===== src/rtl/alu_pkg.sv =====
// Shared ALU package: datapath width, divider state encoding and divide-by-zero constant.
package alu_pkg;

   localparam int unsigned ALU_W = 32;

   typedef enum logic [1:0] {
      ST_IDLE = 2'd0,
      ST_RUN  = 2'd1,
      ST_DONE = 2'd2
   } div_state_e;

   localparam logic [ALU_W-1:0] DIV_ZERO_QUOT = {ALU_W{1'b1}};

endpackage


===== src/rtl/seq_divider_32_if.sv =====
// Operand/result handshake bundle between the ALU issue logic and the sequential divider.
interface seq_divider_32_if #(
   parameter int unsigned N = alu_pkg::ALU_W
);
   logic         in_valid;
   logic         in_ready;
   logic [N-1:0] dividend;
   logic [N-1:0] divisor;
   logic         out_valid;
   logic         out_ready;
   logic [N-1:0] quotient;
   logic [N-1:0] remainder;
   logic         div_zero;

   modport master (
      output in_valid, dividend, divisor, out_ready,
      input  in_ready, out_valid, quotient, remainder, div_zero
   );

   modport slave (
      input  in_valid, dividend, divisor, out_ready,
      output in_ready, out_valid, quotient, remainder, div_zero
   );
endinterface


===== src/rtl/seq_divider_32_step.sv =====
// One restoring-division iteration built on the shared add/sub in subtract mode.
module alu_addsub #(
   parameter int unsigned W = 33
) (
   input  logic [W-1:0] a,
   input  logic [W-1:0] b,
   input  logic         sel,
   output logic [W-1:0] sum,
   output logic         cout
);
   localparam int unsigned WC = W + 1;

   // sel=1 gives a + ~b + 1; carry-out set means a >= b
   assign {cout, sum} = WC'(a) + WC'(b ^ {W{sel}}) + WC'(sel);
endmodule

module div_restore_step #(
   parameter int unsigned N = 32
) (
   input  logic [N-1:0] rem_in,
   input  logic         bit_in,
   input  logic [N-1:0] divisor,
   output logic [N-1:0] rem_out,
   output logic         q_bit
);
   localparam int unsigned W = N + 1;

   logic [W-1:0] trial_a;
   logic [W-1:0] trial_b;
   logic [W-1:0] trial;
   logic         cout;

   assign trial_a = {rem_in, bit_in};
   assign trial_b = {1'b0, divisor};

   alu_addsub #(.W(W)) u_addsub (
      .a    (trial_a),
      .b    (trial_b),
      .sel  (1'b1),
      .sum  (trial),
      .cout (cout)
   );

   // A non-negative trial always fits in N bits since the incoming remainder is below the divisor
   assign q_bit   = cout & ~trial[N];
   assign rem_out = q_bit ? trial[N-1:0] : trial_a[N-1:0];
endmodule


===== src/rtl/seq_divider_32.sv =====
// Iterative restoring divider, one quotient bit per clock, valid/ready on both sides.
// Optional two's-complement operation when SEQ_DIV_SIGNED_EN is defined.
module seq_divider_32
   import alu_pkg::*;
#(
   parameter int unsigned N = ALU_W
) (
   input  logic            clk,
   input  logic            rst_n,
   seq_divider_32_if.slave bus
);
   localparam int unsigned CW   = (N > 1) ? $clog2(N) : 1;
   localparam logic [CW-1:0] LAST = CW'(N - 1);

   div_state_e   state, state_next;
   logic [CW-1:0] count, count_next;
   logic [N-1:0] r_q, r_next, q_q, q_next, d_q, d_next;
   logic         dz_q, dz_next;
   logic         in_ready_q, in_ready_next;
   logic         out_valid_q, out_valid_next;
   logic [N-1:0] quot_q, quot_next, rem_q, rem_next;
   logic         div_zero_q, div_zero_next;
   logic [N-1:0] step_rem;
   logic         step_bit;
   logic         accept;
`ifdef SEQ_DIV_SIGNED_EN
   logic         neg_q_q, neg_q_next, neg_r_q, neg_r_next;

   function automatic logic [N-1:0] neg_if(input logic [N-1:0] x, input logic neg);
      return neg ? (~x + N'(1)) : x;
   endfunction
`endif

   div_restore_step #(.N(N)) u_step (
      .rem_in  (r_q),
      .bit_in  (q_q[N-1]),
      .divisor (d_q),
      .rem_out (step_rem),
      .q_bit   (step_bit)
   );

   assign accept = bus.in_valid && in_ready_q;

   // Next-state and datapath loads
   always_comb begin
      state_next     = state;
      count_next     = count;
      r_next         = r_q;
      q_next         = q_q;
      d_next         = d_q;
      dz_next        = dz_q;
      out_valid_next = out_valid_q;
      quot_next      = quot_q;
      rem_next       = rem_q;
      div_zero_next  = div_zero_q;
`ifdef SEQ_DIV_SIGNED_EN
      neg_q_next     = neg_q_q;
      neg_r_next     = neg_r_q;
`endif
      case (state)
         ST_IDLE: begin
            if (accept) begin
               r_next     = '0;
               count_next = '0;
               dz_next    = (bus.divisor == '0);
`ifdef SEQ_DIV_SIGNED_EN
               q_next     = neg_if(bus.dividend, bus.dividend[N-1]);
               d_next     = neg_if(bus.divisor, bus.divisor[N-1]);
               neg_q_next = bus.dividend[N-1] ^ bus.divisor[N-1];
               neg_r_next = bus.dividend[N-1];
`else
               q_next     = bus.dividend;
               d_next     = bus.divisor;
`endif
               state_next = (bus.divisor == '0) ? ST_DONE : ST_RUN;
            end
         end
         ST_RUN: begin
            r_next     = step_rem;
            q_next     = {q_q[N-2:0], step_bit};
            count_next = count + CW'(1);
            if (count == LAST) begin
               count_next = '0;
               state_next = ST_DONE;
            end
         end
         ST_DONE: begin
            if (!out_valid_q) begin
               out_valid_next = 1'b1;
               div_zero_next  = dz_q;
`ifdef SEQ_DIV_SIGNED_EN
               quot_next      = dz_q ? N'(DIV_ZERO_QUOT) : neg_if(q_q, neg_q_q);
               rem_next       = dz_q ? neg_if(q_q, neg_r_q) : neg_if(r_q, neg_r_q);
`else
               quot_next      = dz_q ? N'(DIV_ZERO_QUOT) : q_q;
               rem_next       = dz_q ? q_q : r_q;
`endif
            end else if (bus.out_ready) begin
               out_valid_next = 1'b0;
               state_next     = ST_IDLE;
            end
         end
         default: state_next = ST_IDLE;
      endcase
      in_ready_next = (state_next == ST_IDLE);
   end

   always_ff @(posedge clk) begin
      if (!rst_n) begin
         state       <= ST_IDLE;
         count       <= '0;
         r_q         <= '0;
         q_q         <= '0;
         d_q         <= '0;
         dz_q        <= 1'b0;
         in_ready_q  <= 1'b0;
         out_valid_q <= 1'b0;
         quot_q      <= '0;
         rem_q       <= '0;
         div_zero_q  <= 1'b0;
`ifdef SEQ_DIV_SIGNED_EN
         neg_q_q     <= 1'b0;
         neg_r_q     <= 1'b0;
`endif
      end else begin
         state       <= state_next;
         count       <= count_next;
         r_q         <= r_next;
         q_q         <= q_next;
         d_q         <= d_next;
         dz_q        <= dz_next;
         in_ready_q  <= in_ready_next;
         out_valid_q <= out_valid_next;
         quot_q      <= quot_next;
         rem_q       <= rem_next;
         div_zero_q  <= div_zero_next;
`ifdef SEQ_DIV_SIGNED_EN
         neg_q_q     <= neg_q_next;
         neg_r_q     <= neg_r_next;
`endif
      end
   end

   assign bus.in_ready  = in_ready_q;
   assign bus.out_valid = out_valid_q;
   assign bus.quotient  = quot_q;
   assign bus.remainder = rem_q;
   assign bus.div_zero  = div_zero_q;
endmodule


===== src/flat_wrapper.sv =====
// flat-port wrapper written by rule: the top's interface ports become plain ports
module seq_divider_32_flat import alu_pkg::*;
#(
   parameter int unsigned N = ALU_W
)
  (clk, rst_n, bus_in_valid, bus_dividend, bus_divisor, bus_out_ready, bus_in_ready, bus_out_valid, bus_quotient, bus_remainder, bus_div_zero);
  seq_divider_32_if #(.N(N)) bus_i ();
  input  logic clk;
  input  logic rst_n;
  input wire logic [$bits(bus_i.in_valid)-1:0] bus_in_valid;
  input wire logic [$bits(bus_i.dividend)-1:0] bus_dividend;
  input wire logic [$bits(bus_i.divisor)-1:0] bus_divisor;
  input wire logic [$bits(bus_i.out_ready)-1:0] bus_out_ready;
  output wire logic [$bits(bus_i.in_ready)-1:0] bus_in_ready;
  output wire logic [$bits(bus_i.out_valid)-1:0] bus_out_valid;
  output wire logic [$bits(bus_i.quotient)-1:0] bus_quotient;
  output wire logic [$bits(bus_i.remainder)-1:0] bus_remainder;
  output wire logic [$bits(bus_i.div_zero)-1:0] bus_div_zero;
  assign bus_i.in_valid = bus_in_valid;
  assign bus_i.dividend = bus_dividend;
  assign bus_i.divisor = bus_divisor;
  assign bus_i.out_ready = bus_out_ready;
  assign bus_in_ready = bus_i.in_ready;
  assign bus_out_valid = bus_i.out_valid;
  assign bus_quotient = bus_i.quotient;
  assign bus_remainder = bus_i.remainder;
  assign bus_div_zero = bus_i.div_zero;
  seq_divider_32 #(.N(N)) u_core (.clk(clk), .rst_n(rst_n), .bus(bus_i));
endmodule

===== config.mk =====
export PLATFORM = sky130hd
export DESIGN_NAME = seq_divider_32_flat
export DESIGN_NICKNAME = d
export VERILOG_FILES = /design/src/rtl/alu_pkg.sv /design/src/rtl/seq_divider_32_if.sv /design/src/rtl/seq_divider_32_step.sv /design/src/rtl/seq_divider_32.sv /design/src/flat_wrapper.sv
export SDC_FILE = /design/constraint.sdc
export NUM_CORES = 1
export LEC_CHECK = 0
export BUFFER_PORTS_ARGS = -buffer_cell sky130_fd_sc_hd__buf_4
export CAP_MARGIN = 15
export CORE_MARGIN = 1.5
export CORE_UTILIZATION = 25
export DETAILED_ROUTE_END_ITERATION = 8
export PLACE_DENSITY_LB_ADDON = 0.08
export RECOVER_POWER = 25
export SLEW_MARGIN = 15
export SYNTH_ARGS = -nofsm -noshare
export SYNTH_HDL_FRONTEND = slang
export SYNTH_HIERARCHICAL = 1
export SYNTH_SLANG_ARGS = --single-unit

===== constraint.sdc =====
create_clock -name clk -period 7.1 [get_ports clk]
set_input_delay 1.065 -clock clk [delete_from_list [all_inputs] [get_ports clk]]
set_output_delay 1.065 -clock clk [all_outputs]
set_load 0.03 [all_outputs]

==> impl_metrics.toml <==
[die]
die_w_um = 196
start_util = 0.254
boundaryPins = 135
dieArea_mm2 = 0.0382
coreArea_mm2 = 0.0365
fp.dieH_um = 196
num_rows = 70

[worst_setup_path]
worstPathRequired_ns = 7.40
worstSetupPathType = "flop to flop"
startpoint_type = "flop"
crit_fanout = 33
crit_arrival_ns = 4.35
crit_path_end_kind = "flop"

[route]
drc = 0
wl_per_cell_um = 17.4
dr.first_iter.drc_count = 322
vias_per_cell = 4.74
antenna_left = 0
num_vias = 7837
wl_um = 28700
drtPass1Iterations = 4

[sta]
finalCriticalPeriod_ns = 4.05
report.final.hold_viol_count = 0
slew_headroom = -0.123
max_freq_mhz = 247
finalSetupViolCount = 0
setup_tns_ns = 0
fin_hold_ws_ns = 0.445
maxSlewViolCount = 34
fin_crit_sh = 0.571
rsz0062_at_grt = "false"
setup_slack_ns = 3.05
fin_skew_ns = 0.00990
worst_pin_slew_ns = 1.68

[synthesis]
syn_avg_cell_area_um2 = 8.48
synth_seq_cells = 171
synth_seq_area_share = 0.369
synth-edff-count = 0
ys_warn_count = 6
synth_area_mm2 = 0.00927
synthArstFlopShare = 0
synth_cells = 1093
synth_ff_type = "dfxtp_1"
syn-num-nets = 1196
synth.area.top_cells = "dfxtp_1, nand2_1, nor2_1"
ys_types = 64
synth_top_area_share = 0.369
yosys.area.top_type = "dfxtp_1"

[finish]
fin_util = 0.303
final_cells = 1655
multi_input_area_mm2 = 0.00540
n_antenna_cell = 0
finalNetCount = 1278
final_cell_mix = "dfxtp_1, nand2_1, buf_4, nor2_1, a21oi_1"
syn2layout_area_growth_pct = 19.3
final-seq-area_mm2 = 0.00342
layout_commonest_cell = "dfxtp_1"
drive_gt1_frac = 0.168
fillers = 3936
finalInstanceArea_mm2 = 0.0111

[clock_tree]
clk_pin_slew_ns = 0.07
cts.sinks = 171
cts_resized = 0
post_cts_buffers = 0
clock_path_buffers = 2
cts_tree = "yes"
cts_inserted_buffers = 17
htreeDepth = 4
clock_latency_ns = 0.43
cts_root_buf = "clkbuf_16"
hold_buffers = 0

[power_and_ir_drop]
max-vdd-ir-drop_v = 0.000147
combPwrFrac = 0.121
p_per_area_mw_per_mm2 = 213
seq_power_share = 0.439
totalPowerFinal_mw = 2.36
power_leakage_nw = 4.41
power_frac_clock = 0.441
p_int_mw = 1.72
p_switching_mw = 0.645
switching_share = 0.273

[place]
gp_congestion = 0.742
hpwl_um = 20700
placed_cell_area_mm2 = 0.0105
dp_cells = 1624
io_buffers = 134
dp_slack_ns = 3.02

[run]
max_cap_violations = 1

[global_routing]
grt_pass1_vias = 7700
grt_max_degree = 95
grt_overflow = 0
grt_antenna_before_repair = 0
grtUsageTotal = 0.150
grt_pass1_wl_um = 45000

[outcome]
failed_checks = "max-capacitance violations, max-slew violations"
status = "complete, but fails checks"

[min_path]
hp-class = "flop to flop"
==> path summary, 6_finish.rpt <==
| kind | end | slack (ns) | startpoint | depth (start not counted) |
|---|---|---|---|---|
| setup / recovery | u_core/r_q[31] | 3.05 | u_core/d_q[0] | 14 |
| hold / removal | u_core/count[3] | 0.45 | u_core/count[3] | 1 |
| setup reg to reg | u_core/r_q[31] | 3.05 | u_core/d_q[0] | 14 |
| hold reg to reg | u_core/count[3] | 0.45 | u_core/count[3] | 1 |
==> cell usage after synthesis (6+ instances only) <==
library cell and number:
xnor2_1 20, nor2b_1 24, o21ai_0 16, a21oi_1 78, a22oi_1 34, buf_6 10
mux2_4 29, ha_1 34, inv_1 8, a211oi_1 33, buf_4 6, xor2_1 44
mux2i_1 32, buf_2 32, clkbuf_1 30, a31oi_1 6, nor3_1 67, a21o_1 17
nor4_1 8, a311oi_1 33, nor2_1 118, dfxtp_1 171, nand2_1 165, and3_1 9
==> kinds of logic after synthesis <==
kind of cell / count (synthesis) / share of synthesized area
AND/OR/NAND/NOR: 418 / 0.198
adder cells (fa/ha/maj): 35 / 0.0481
other: 2 / 0.000810
flip-flops: 171 / 0.369
buffers and inverters: 88 / 0.0505
multiplexers: 65 / 0.0864
AO/OA/AOI/OAI: 250 / 0.186
XOR/XNOR: 64 / 0.0605
==> sequential cells by signal, summed over array words and instances (netlist names) <==
register              flops
u_core/dz_q               1
u_core/r_q               32
u_core/state              2
u_core/bus.quotient      32
u_core/bus.in_ready       1
u_core/count              5
u_core/bus.div_zero       1
u_core/bus.remainder     32
u_core/bus.out_valid      1
u_core/q_q               32
u_core/d_q               32
==> power by group through the flow <==
stage          Combinational, mW  Clock (mW)  Sequential (mW)
2_1_floorplan              0.209           0             1.04
3_3_place_gp               0.290           0             1.06
3_5_place_dp               0.289           0             1.06
4_1_cts                    0.289        1.08             1.04
5_1_grt                    0.320        1.12             1.04
6_report                   0.285        1.04             1.04
==> area by class of cell <==
cell class	count	share of cell area
well taps	468	0.0530
inverters	9	0.00328
clock inverters	12	0.0170
multi-input cells	834	0.488
flip-flops and latches	171	0.310
clock buffers	19	0.0410
repair buffers	142	0.0879
==> worst max-delay path, cell delays in order, from the launching register on <==
cell	delay [ns]
dfxtp_1	0.36
mux2_2	0.37
fa_1	0.42
a211oi_1	0.32
o211ai_1	0.16
and3_1	0.19
nor2_2	0.17
a31oi_1	0.13
a211o_1	0.28
a21oi_1	0.17
xnor2_1	0.13
nand2b_4	0.55
mux2_2	0.40
a22oi_1	0.18
nor2_1	0.06
==> metal layers <==
metal | vias to the layer above | routed length (um) | global-route usage
li1 | 4046 | - | -
met1 | 3651 | 15300 | 0.223
met2 | 127 | 12300 | 0.227
met3 | 13 | 986 | 0.0263
met4 | 0 | 206 | 0.0310
met5 | - | 0 | 0
(Power assumes the default switching activity.)
